--- config.mk ---
export PLATFORM = sky130hd
export DESIGN_NAME = mdu_flat
export DESIGN_NICKNAME = d
export VERILOG_FILES = /design/src/rtl/mdu_if.sv /design/src/rtl/mdu.sv /design/src/flat_wrapper.sv
export SDC_FILE = /design/constraint.sdc
export NUM_CORES = 1
export LEC_CHECK = 0
export CAP_MARGIN = 25
export CELL_PAD_IN_SITES_DETAIL_PLACEMENT = 0
export CELL_PAD_IN_SITES_GLOBAL_PLACEMENT = 1
export CORE_UTILIZATION = 35
export DETAILED_ROUTE_END_ITERATION = 12
export PLACE_DENSITY = 0.66
export SYNTH_ARGS = -nofsm -noshare
export SYNTH_HDL_FRONTEND = slang
export SYNTH_SLANG_ARGS = --single-unit
--- constraint.sdc ---
create_clock -name clk -period 6.9 [get_ports clk]
set_input_delay 1.725 -clock clk [delete_from_list [all_inputs] [get_ports clk]]
set_output_delay 1.725 -clock clk [all_outputs]
set_load 0.01 [all_outputs]
--- src/rtl/mdu_if.sv ---
// Multiply/divide unit request/result bundle: the core drives the request side
// (master); the MDU returns busy/done and the architectural HI/LO registers (slave).
interface mdu_if #(parameter int WIDTH = 32);
    logic             start;
    logic [2:0]       op;
    logic [WIDTH-1:0] rs_data;
    logic [WIDTH-1:0] rt_data;
    logic             busy;
    logic             done;
    logic [WIDTH-1:0] hi;
    logic [WIDTH-1:0] lo;

    modport master (output start, op, rs_data, rt_data, input busy, done, hi, lo);
    modport slave  (input start, op, rs_data, rt_data, output busy, done, hi, lo);
endinterface

--- src/rtl/mdu.sv ---
// Iterative MIPS-style multiply/divide unit: one shift-add / restoring-subtract per cycle.
// The divider datapath (DIV/DIVU) is built only when MDU_DIV_EN is defined.
module mdu #(
    parameter int WIDTH = 32
) (
    input  logic clk,
    input  logic rst,
    mdu_if.slave bus
);
    localparam int W = WIDTH;

    typedef enum logic [1:0] {IDLE, RUN, FIX} state_t;

    state_t         state_q, state_d;
    logic [5:0]     cnt_q, cnt_d;
    logic [2*W-1:0] acc_q, acc_d;
    logic [W-1:0]   b_q, b_d;
    logic [W-1:0]   hi_q, hi_d;
    logic [W-1:0]   lo_q, lo_d;
    logic           neg_q, neg_d;
    logic           busy_q, busy_d;
    logic           done_q, done_d;
`ifdef MDU_DIV_EN
    logic           is_div_q, is_div_d;
    logic           rneg_q, rneg_d;
    logic           dbz_q, dbz_d;
    logic [W:0]     rsh;
    logic [W-1:0]   rdiff;
    logic           ge;
    logic [2*W-1:0] div_next;
`endif

    logic           signed_op, rs_neg, rt_neg, go_mul, go_div;
    logic [W-1:0]   rs_mag, rt_mag;
    logic [W:0]     msum;
    logic [2*W-1:0] mul_next, step_next, prod_fix;

    always_comb begin
        signed_op = ~bus.op[0];
        rs_neg    = signed_op & bus.rs_data[W-1];
        rt_neg    = signed_op & bus.rt_data[W-1];
        rs_mag    = rs_neg ? -bus.rs_data : bus.rs_data;
        rt_mag    = rt_neg ? -bus.rt_data : bus.rt_data;
        go_mul    = bus.start && (bus.op == 3'd0 || bus.op == 3'd1);
`ifdef MDU_DIV_EN
        go_div    = bus.start && (bus.op == 3'd2 || bus.op == 3'd3);
`else
        go_div    = 1'b0;
`endif

        // acc = {partial product, remaining multiplier bits}; shifts right each step
        msum      = {1'b0, acc_q[2*W-1:W]} + {1'b0, {W{acc_q[0]}} & b_q};
        mul_next  = {msum, acc_q[W-1:1]};
`ifdef MDU_DIV_EN
        // acc = {partial remainder, dividend bits being shifted out / quotient shifted in}
        rsh       = {acc_q[2*W-1:W], acc_q[W-1]};
        ge        = rsh >= {1'b0, b_q};
        rdiff     = rsh[W-1:0] - b_q;
        div_next  = {ge ? rdiff : rsh[W-1:0], acc_q[W-2:0], ge};
        step_next = is_div_q ? div_next : mul_next;
`else
        step_next = mul_next;
`endif
        prod_fix  = neg_q ? -acc_q : acc_q;
    end

    always_comb begin
        state_d  = state_q;
        cnt_d    = cnt_q;
        acc_d    = acc_q;
        b_d      = b_q;
        hi_d     = hi_q;
        lo_d     = lo_q;
        neg_d    = neg_q;
        busy_d   = busy_q;
        done_d   = 1'b0;
`ifdef MDU_DIV_EN
        is_div_d = is_div_q;
        rneg_d   = rneg_q;
        dbz_d    = dbz_q;
`endif
        case (state_q)
            IDLE: begin
                if (go_mul || go_div) begin
                    state_d  = RUN;
                    cnt_d    = 6'd0;
                    busy_d   = 1'b1;
                    neg_d    = rs_neg ^ rt_neg;
                    acc_d    = {{W{1'b0}}, go_div ? rs_mag : rt_mag};
                    b_d      = go_div ? rt_mag : rs_mag;
`ifdef MDU_DIV_EN
                    is_div_d = go_div;
                    rneg_d   = rs_neg;
                    dbz_d    = (bus.rt_data == '0);
`endif
                end else if (bus.start && bus.op == 3'd4) begin
                    hi_d = bus.rs_data;
                end else if (bus.start && bus.op == 3'd5) begin
                    lo_d = bus.rs_data;
                end
            end
            RUN: begin
                acc_d = step_next;
                cnt_d = cnt_q + 6'd1;
                if (cnt_q == 6'(W-1)) state_d = FIX;
            end
            FIX: begin
                state_d      = IDLE;
                busy_d       = 1'b0;
                done_d       = 1'b1;
                {hi_d, lo_d} = prod_fix;
`ifdef MDU_DIV_EN
                // divide by zero leaves quotient all-ones; remainder already equals rs
                if (is_div_q) begin
                    lo_d = dbz_q ? '1 : (neg_q ? -acc_q[W-1:0] : acc_q[W-1:0]);
                    hi_d = rneg_q ? -acc_q[2*W-1:W] : acc_q[2*W-1:W];
                end
`endif
            end
            default: state_d = IDLE;
        endcase
    end

    always_ff @(posedge clk or posedge rst) begin
        if (rst) begin
            state_q  <= IDLE;
            cnt_q    <= '0;
            acc_q    <= '0;
            b_q      <= '0;
            hi_q     <= '0;
            lo_q     <= '0;
            neg_q    <= 1'b0;
            busy_q   <= 1'b0;
            done_q   <= 1'b0;
`ifdef MDU_DIV_EN
            is_div_q <= 1'b0;
            rneg_q   <= 1'b0;
            dbz_q    <= 1'b0;
`endif
        end else begin
            state_q  <= state_d;
            cnt_q    <= cnt_d;
            acc_q    <= acc_d;
            b_q      <= b_d;
            hi_q     <= hi_d;
            lo_q     <= lo_d;
            neg_q    <= neg_d;
            busy_q   <= busy_d;
            done_q   <= done_d;
`ifdef MDU_DIV_EN
            is_div_q <= is_div_d;
            rneg_q   <= rneg_d;
            dbz_q    <= dbz_d;
`endif
        end
    end

    assign bus.busy = busy_q;
    assign bus.done = done_q;
    assign bus.hi   = hi_q;
    assign bus.lo   = lo_q;
endmodule

--- src/flat_wrapper.sv ---
// flat-port wrapper written by rule: the top's interface ports become plain ports
module mdu_flat 
#(
    parameter int WIDTH = 32
)
  (clk, rst, bus_start, bus_op, bus_rs_data, bus_rt_data, bus_busy, bus_done, bus_hi, bus_lo);
  mdu_if #(.WIDTH(WIDTH)) bus_i ();
  input  logic clk;
  input  logic rst;
  input wire logic [$bits(bus_i.start)-1:0] bus_start;
  input wire logic [$bits(bus_i.op)-1:0] bus_op;
  input wire logic [$bits(bus_i.rs_data)-1:0] bus_rs_data;
  input wire logic [$bits(bus_i.rt_data)-1:0] bus_rt_data;
  output wire logic [$bits(bus_i.busy)-1:0] bus_busy;
  output wire logic [$bits(bus_i.done)-1:0] bus_done;
  output wire logic [$bits(bus_i.hi)-1:0] bus_hi;
  output wire logic [$bits(bus_i.lo)-1:0] bus_lo;
  assign bus_i.start = bus_start;
  assign bus_i.op = bus_op;
  assign bus_i.rs_data = bus_rs_data;
  assign bus_i.rt_data = bus_rt_data;
  assign bus_busy = bus_i.busy;
  assign bus_done = bus_i.done;
  assign bus_hi = bus_i.hi;
  assign bus_lo = bus_i.lo;
  mdu #(.WIDTH(WIDTH)) u_core (.clk(clk), .rst(rst), .bus(bus_i));
endmodule
==> metrics, run 1 <==
Antenna Nets Post-Route 0; Post-Syn Area per Cell 8.40 sq um; post-CTS sizing 0; Place WS 1.92 ns; die area 32700 sq um; clk_skew 0.0124 ns; Hold Path Class register to register; CTS max path bufs 2; mapped cell area 11200 sq um; CP cell instances clkdlybuf4s50_1, nor4_1, or3b_2, nor3_1, nand2_1, nor4_1, a21oi_1, xnor2_1, o21ai_0; # nets final 1534; synth top area cells dfrtp_1 (38%), o21ai_0 (8.0%), xor2_1 (5.2%); Ports 136; input/output buffers 135; fin area 13500 sq um; synthesis-stage register bit count 171; fin crit share 66.5%; gr ovfl total 0; H-tree Lvls 4; HPWL after DPL 26800 microns; ys flop type dfrtp_1; initial antenna violation count 2; Commonest cells post-synth o21ai_0 (178), dfrtp_1 (171), nand2_1 (151); WL/cell 20.1 microns; FFs w/ async S/R, synth 100%; first-pass GRT wire length 58700 microns; setup ws final 2.31 ns; peak supply drop 0.000209 V; MaxCap Viol Count 0; antenna cell count 0; Die W 181 microns; Yosys top cell area share 38.2%; GRT Overall Usage 23.1%; worst-skew pair later-pin latency 0.44 ns; path type of the worst setup path input pin to register; Final Max Slew Viols 0; Buf/Inv on CP 1; initial core utilization 35.6%; register area share after synthesis 38.2%; crit-path max FO 7; top-count cell post-synth o21ai_0; Distinct cells, synth 60; relative slew slack 32.5%; critical path's top delay family simple AND/OR/NAND/NOR gates; Slew @ Worst Pin 1.01 ns; Initial DRT Pass Iterations 6; routability cong. 0.891; fillers 3161; Setup-failing EPs final 0; largest net degree at the start of global routing 98; CP most frequent cell nor4_1; minimum clock period 4.59 ns; Post-synth EDFFs 0; CP peak stage delay 0.60 ns; CTS buffer count 17; max frequency 218 MHz; vias per cell 5.55; total routed wirelength 36900 microns; layout cell share with drive strength beyond 1 5.07%; endpoints failing hold 0; Ys Warns 0; Tot Pwr 5610 uW; crit path DAT 4.87 ns; Vias 10200; largest area contributor in the synthesized netlist dfrtp_1; nature of the critical path startpoint input pin; unrepaired setup endpoints after global routing false; Pwr Density 416 nW/um^2; placed cell areas 12900 sq um; Vert. Die Dim 181 microns; Syn Nets 1440; DRC Markers 0; area grow syn2layout 20.6%; crit end category register; Rows 65; placeable core area 31500 sq um; Slowest cell on crit path clkdlybuf4s50_1; Starting DRT DRC Count 813; hold buffers post-CTS 0; post-CTS setup buffers 0; CTS tree built; vias in the first global route 9971; CTS Root Cell clkbuf_16; Mapped Cells 1333; static leakage 0.00547 uW; Clock transition at path regs 0.07 ns; setup TNS 0 ns; Required @ worst endpoint 7.18 ns; Sink Count 171; status complete, no violations
==> logic make-up (layout without fill, tap and decap cells) <==
| kind of cell | Yosys count | after routing | share of synthesized area, % |
|---|---|---|---|
| simple gates | 457 | 457 | 19.7 |
| compound gates | 426 | 426 | 23.4 |
| flops | 171 | 171 | 38.2 |
| xor+xnor | 123 | 123 | 9.62 |
| buf+inv | 104 | 211 | 3.55 |
| fa+ha+maj | 37 | 37 | 4.20 |
| mux | 15 | 15 | 1.34 |
==> state kept, by name, indices dropped and copies added (netlist names) <==
signal and cells:
u_core.acc_q 64, u_core.b_q 32, u_core.bus.hi 32, u_core.bus.lo 32
u_core.cnt_q 6, u_core.state_q 2, u_core.bus.busy 1, u_core.bus.done 1
u_core.neg_q 1
==> cells in the final DEF, fill, tap and decap left out, types with 9 or more instances in the layout <==
| master | count |
|---|---|
| o41ai_1 | 9 |
| a22oi_1 | 34 |
| xor2_1 | 67 |
| or3_1 | 11 |
| o22ai_1 | 13 |
| nand2b_1 | 13 |
| a21oi_1 | 80 |
| dfrtp_1 | 171 |
| nor3_1 | 39 |
| clkbuf_16 | 17 |
| ha_1 | 36 |
| nor4_1 | 20 |
| xnor2_1 | 56 |
| nand2_1 | 151 |
| nor2b_1 | 10 |
| inv_1 | 23 |
| mux2i_1 | 15 |
| a21o_1 | 11 |
| a211oi_1 | 13 |
| clkdlybuf4s50_1 | 135 |
| o31ai_1 | 21 |
| a222oi_1 | 13 |
| and2_1 | 35 |
| nand3_1 | 36 |
| buf_4 | 17 |
| nor2_1 | 102 |
| o221ai_1 | 13 |
| o21ai_0 | 178 |
| a31oi_1 | 9 |
==> per-layer routing <==
metal / global-route usage [%] / vias up / share of wire (%)
met4: 4.82 / 0 / 1.0
met1: 32.8 / 4921 / 49
met2: 37.4 / 260 / 47
met5: 0 / - / 0
met3: 2.86 / 24 / 3.7
li1: - / 5014 / -
==> report_power, final <==
| group | leakage [uW] | switching (uW) | internal [uW] | total [uW] |
|---|---|---|---|---|
| combinational | 0.00308 | 1400 | 1250 | 2660 |
| sequential | 0.00213 | 534 | 1470 | 2010 |
| clock | 0.000264 | 439 | 507 | 946 |
==> path summary, 6_finish.rpt <==
| check | to | start | slack [ns] | cells after the start |
|---|---|---|---|---|
| max | u_core.b_q[29]$_DFFE_PP0P_ | bus_rs_data[9] | 2.31 | 9 |
| min | u_core.cnt_q[5]$_DFFE_PP0P_ | u_core.cnt_q[5]$_DFFE_PP0P_ | 0.47 | 1 |
| max reg2reg | u_core.bus.hi[31]$_DFFE_PP0P_ | u_core.acc_q[7]$_DFFE_PP0P_ | 2.80 | 9 |
| min reg2reg | u_core.cnt_q[5]$_DFFE_PP0P_ | u_core.cnt_q[5]$_DFFE_PP0P_ | 0.47 | 1 |
| max in group asynchronous | u_core.acc_q[22]$_DFFE_PP0P_ | rst | 3.87 | 3 |
| min in group asynchronous | u_core.bus.lo[26]$_DFFE_PP0P_ | rst | 1.84 | 2 |
==> final cells by class <==
cell class / count / area [sq um] / area share, %
flip-flops and latches: 171 / 4280 / 31.7
clock buffers: 18 / 439 / 3.25
repair buffers: 154 / 1530 / 11.3
multi-input cells: 1058 / 6530 / 48.4
inverters: 25 / 98.8 / 0.732
well taps: 402 / 503 / 3.73
clock inverters: 14 / 123 / 0.908
==> through the flow <==
step	utilization, %	std cells	hold slack, ns
floorplan	-	1333	0.439
global placement	40.9	1807	0.455
detailed placement	41.0	1808	0.462
CTS	42.8	1840	0.474
global route	42.9	1842	0.485
finish	42.9	1842	0.475
Power figures use the tool's default switching activity.
==> run 2, diff against run 1 <==
Clock period 6.9 ns to 4.7 ns, I/O delays scaled along.
==> run 2 against run 1 <==
- die area unchanged
- clock-buffer cell count stayed put
- flip-flop and latch count stayed put
- worst hold slack lost 0.0030 ns
- global-route usage fell by 0.28 points
- cell count increased by 0.38%
- register-to-register slack lost 2.1 ns
- non-clock buffer count increased by 7
- combinational power grew 47%
- clock skew is 0.0067 ns higher
- utilization grew 0.31 points
==> metrics, run 2 (synthesized netlist as in run 1, its figures left out) <==
status complete, no violations; nature of the critical path startpoint input pin; relative slew slack 29.1%; Sink Count 171; Required @ worst endpoint 5.01 ns; CP cell instances clkdlybuf4s50_1, nor4_1, or3b_2, nor3_1, nand2_1, nor4_1, a21oi_1, xnor2_1, o21ai_0; minimum clock period 4.00 ns; Clock transition at path regs 0.08 ns; fin crit share 85.2%; H-tree Lvls 4; CTS tree built; CP most frequent cell nor4_1; sw frac 43.2%; largest net degree at the start of global routing 172; vias per cell 5.54; antenna cell count 0; first-pass GRT wire length 58000 microns; crit end category register; # nets final 1541; grt met3 use 1.85%; GR peak layer met2; post-CTS setup buffers 0; initial core utilization 35.6%; worst-skew pair later-pin latency 0.44 ns; Most flops, register u_core.acc_q; Buf/Inv on CP 1; WL/cell 20.1 microns; Die W 181 microns; MaxCap Viol Count 0; Logic pwr share 47.0%; Final Max Slew Viols 0; Antenna Nets Post-Route 0; met2 Use GR 37.6%; Initial DRT Pass Iterations 5; Rows 65; input/output buffers 135; peak supply drop 0.000294 V; static leakage 0.00552 uW; CTS max path bufs 2; die area 32700 sq um; post-CTS sizing 0; Largest register FFs 64; placeable core area 31500 sq um; path type of the worst setup path input pin to register; Hold Worst Slack 0.472 ns; DP Cell Count 1816; commonest non-fill, non-tap cell in the layout o21ai_0; initial antenna violation count 0; GRT Overall Usage 22.8%; Pwr Density 612 nW/um^2; Ports 136; routability cong. 0.852; layout cell share with drive strength beyond 1 5.53%; CP peak stage delay 0.56 ns; post-route insts no fill 1849; hold buffers post-CTS 0; crit-path max FO 6; CTS Root Cell clkbuf_16; Hold Path Class register to register; Slew @ Worst Pin 1.06 ns; gr ovfl total 0; Setup-failing EPs final 0; CTS buffer count 17; fin area 13600 sq um; DRC Markers 0; critical path's top delay family simple AND/OR/NAND/NOR gates; clk_skew 0.0191 ns; Starting DRT DRC Count 785; multi-input logic area 6530 sq um; Pint 4720 uW; P_sw 3600 uW; routing usage on met1 32.4%; Tot Pwr 8320 uW; area grow syn2layout 21.5%; setup TNS 0 ns; placed cell areas 13000 sq um; vias in the first global route 9930; Vias 10200; Clk pwr share 17.3%; unrepaired setup endpoints after global routing false; Reg power frac 35.7%; most frequent cells in the layout o21ai_0 (178), dfrtp_1 (171), nand2_1 (151); Vert. Die Dim 181 microns; HPWL after DPL 26800 microns; endpoints failing hold 0; total routed wirelength 37100 microns; Reg area 4280 sq um; max frequency 250 MHz; fillers 3182; Slowest cell on crit path or3b_2; crit path DAT 4.32 ns
==> run 2: power groups by stage <==
stage                     sequential, uW  combinational [uW]  clock, uW
final                               2970                3910       1440
after global routing                3070                4380       1530
after CTS                           2960                3930       1470
after detailed placement            2980                3920          0
after global placement              2980                3880          0
after floorplan                     2790                2530          0
==> run 2: area by class of cell <==
class,count,share of cell area [%]
multi-input cells,1058,48.0
flip-flops and latches,171,31.5
clock inverters,14,1.14
inverters,25,0.718
repair buffers,161,11.7
clock buffers,18,3.23
well taps,402,3.70
==> run 2: final timing paths <==
path                                        startpoint                             to  slack (ns)  cells after the start
max                                    bus_rs_data[10]     u_core.b_q[29]$_DFFE_PP0P_        0.70                      9
min                         u_core.b_q[20]$_DFFE_PP0P_     u_core.b_q[20]$_DFFE_PP0P_        0.47                      2
max reg2reg                u_core.acc_q[7]$_DFFE_PP0P_  u_core.bus.hi[27]$_DFFE_PP0P_        0.75                      9
min reg2reg                 u_core.b_q[20]$_DFFE_PP0P_     u_core.b_q[20]$_DFFE_PP0P_        0.47                      2
max in group asynchronous                          rst   u_core.acc_q[52]$_DFFE_PP0P_        2.53                      3
min in group asynchronous                          rst  u_core.bus.lo[26]$_DFFE_PP0P_        1.30                      3
==> run 2: worst register-to-register path: stages (launching register included) <==
cell      delay [ns]
dfrtp_1         0.45
or4_1           0.58
or3_1           0.36
or3_1           0.38
or4_1           0.63
or3_1           0.59
nand2b_4        0.24
o21ai_0         0.23
xor2_1          0.22
o21ai_0         0.11
==> run 2: per-layer routing <==
metal,part of all wire [%],up-vias
met5,0,-
met4,1.3,0
met3,3.6,29
met2,47,230
met1,48,4938
li1,-,5040
==> run 2: metrics by stage <==
stage	utilization [%]	setup slack (ns)
global placement	41.2	0.286
finish	43.2	0.695
floorplan	-	1.12
global route	43.2	0.503
CTS	43.1	0.665
detailed placement	41.2	0.205
==> patch: new RTL, settings of run 2 <==
Encoding of `state_t`: now one-hot (3 bits for 3 states).
--- a/src/rtl/mdu.sv
+++ b/src/rtl/mdu.sv
@@ -10,5 +10,5 @@
     localparam int W = WIDTH;
 
-    typedef enum logic [1:0] {IDLE, RUN, FIX} state_t;
+    typedef enum logic [2:0] {IDLE = 3'b001, RUN = 3'b010, FIX = 3'b100} state_t;
 
     state_t         state_q, state_d;
Formal check against the unedited RTL: same outputs for any inputs over 4 cycles, from zero or initial values and one cycle with rst high; so few cycles prove little.
==> patch against run 2 <==
- setup slack better by 0.58 ns
- non-clock buffer count unchanged
- worst hold slack better by 0.0031 ns
- critical path depth grew 1
- routed wire length increased by 3.8%
- design area up 2.6%
- area after synthesis grew 3.1%
- synthesized cell count up 1.9%
- sequential cell count up 1
- register-to-register slack better by 0.58 ns
- via count grew 3.2%
- critical path type unchanged
Power is not compared: it rests on default switching activity, and its combinational part moved more than twofold at a synthesized area within 25%.
==> patch: results (changes against run 2) <==
* Status: completed
* Initial DRC Count at 798 (+1.7%)
* Sequential fraction of the synthesis area at 37.29% (-0.93 points)
* Met1 wire length at 18.72 mm (+4.5%)
* Vias in the first global route at 10290 (+3.6%)
* Final nets at 1554 (+0.84%)
* Commonest cells post-synth: nand2_1, dfrtp_1, o21ai_0
* Clk Latency, worst-skew pair at 0.44 ns (about the same)
* Global-route wire length before repair at 60.55 mm (+4.4%)
* Share of layout cells above drive strength 1 at 5.890% (+0.36 points)
* WL per Instance at 20.23 um (+0.89%)
* Post-DP HPWL at 28.61 mm (+6.9%)
* Largest net degree at the start of global routing at 101 (-41%)
* Total GRT Usage at 23.38% (+0.58 points)
* Mapped Cells at 1358 (+1.9%)
* Clock Skew at 0.008296 ns (-0.01076 ns)
* Met2 Use GR at 37.64% (+0.061 points)
* Port Buffers at 135 (unchanged)
* Post-CTS sizing at 0 (unchanged)
* Number of fill cells at 3291 (+3.4%)
* Worst Max-Slew Pin Slew at 1.009 ns (-0.05505 ns)
* Register Area at 0.004305 mm2 (+0.61%)
* Synth area leaders: dfrtp_1, o21ai_0, nand2_1
* Power Clock at 0.00160 W
* Initial antenna violation count at 0 (unchanged)
* Non-filler cells, final at 1902 (+2.9%)
* Seq power at 0.00200 W
* Final GP Congestion at 0.8568 (+0.53%)
* Distinct cells, synth at 80 (+33%)
* Syn_nets at 1465 (+1.7%)
* Setup WS pre-CTS at 0.8349 ns (+0.6301 ns)
* Internal cell power at 0.003363 W
* Via-per-instance ratio at 5.554 (+0.32%)
* GRT met1 Usage at 32.74% (+0.35 points)
* Dpl cell area at 0.01329 mm2 (+2.4%)
* HP Class: reg2reg
* Met2 routed WL at 17.87 mm (+3.0%)
* GR Util met3 at 2.595% (+0.74 points)
* Clock root cell: clkbuf_16
* Most flop-heavy register: u_core.acc_q
* Met3 routed WL at 1.177 mm (-12%)
* Worst EP arrival at 3.73 ns (-0.59 ns)
* Critical-path maximum fanout at 5 (-1)
* Leak pwr at 5.711 nW
## patch: cell families after synthesis
kind of cell               synth area share (%)
AOI/OAI and AO/OA                         23.39
DFF                                       37.29
muxes                                    0.9538
xor gates and xnor gates                  8.952
and+or+nand+nor                           21.00
buffers and inverters                     4.335
adders and majority gates                 4.075
## patch: stage by stage
| stage | total power (W) | hold WS (ns) |
|---|---|---|
| global placement | 0.003416 | 0.4555 |
| detailed placement | 0.003427 | 0.4646 |
| finish | 0.005002 | 0.4751 |
| global route | 0.005281 | 0.4952 |
| CTS | 0.005041 | 0.4799 |
| floorplan | 0.002834 | 0.4424 |
## patch: area by class of cell
cell class                      instances  area share, %
Inverter                               23         0.6456
Tap cell                              442          3.963
Timing Repair Buffer                  161          11.53
Clock buffer                           20          3.273
Multi-Input combinational cell       1072          48.35
Clock inverter                         12          1.381
Sequential cell                       172          30.85
## patch: worst paths after layout
check	cells after the start	slack, ns	from	to
max in group asynchronous	3	2.94	rst	u_core.bus.hi[26]
min in group asynchronous	3	1.21	rst	u_core.bus.busy
max reg2reg	8	1.33	u_core.acc_q[2]	u_core.bus.hi[14]
min	2	0.48	u_core.b_q[23]	u_core.b_q[23]
min reg2reg	2	0.48	u_core.b_q[23]	u_core.b_q[23]
max	10	1.28	bus_rs_data[11]	u_core.b_q[28]
## patch: critical path: stages
cell	delay [ns]
clkdlybuf4s50_1	0.53
or4_1	0.64
nor4_1	0.22
buf_4	0.18
nand4b_1	0.12
nor2_1	0.15
nand2_1	0.11
o41ai_1	0.33
xor2_1	0.18
o21ai_0	0.08
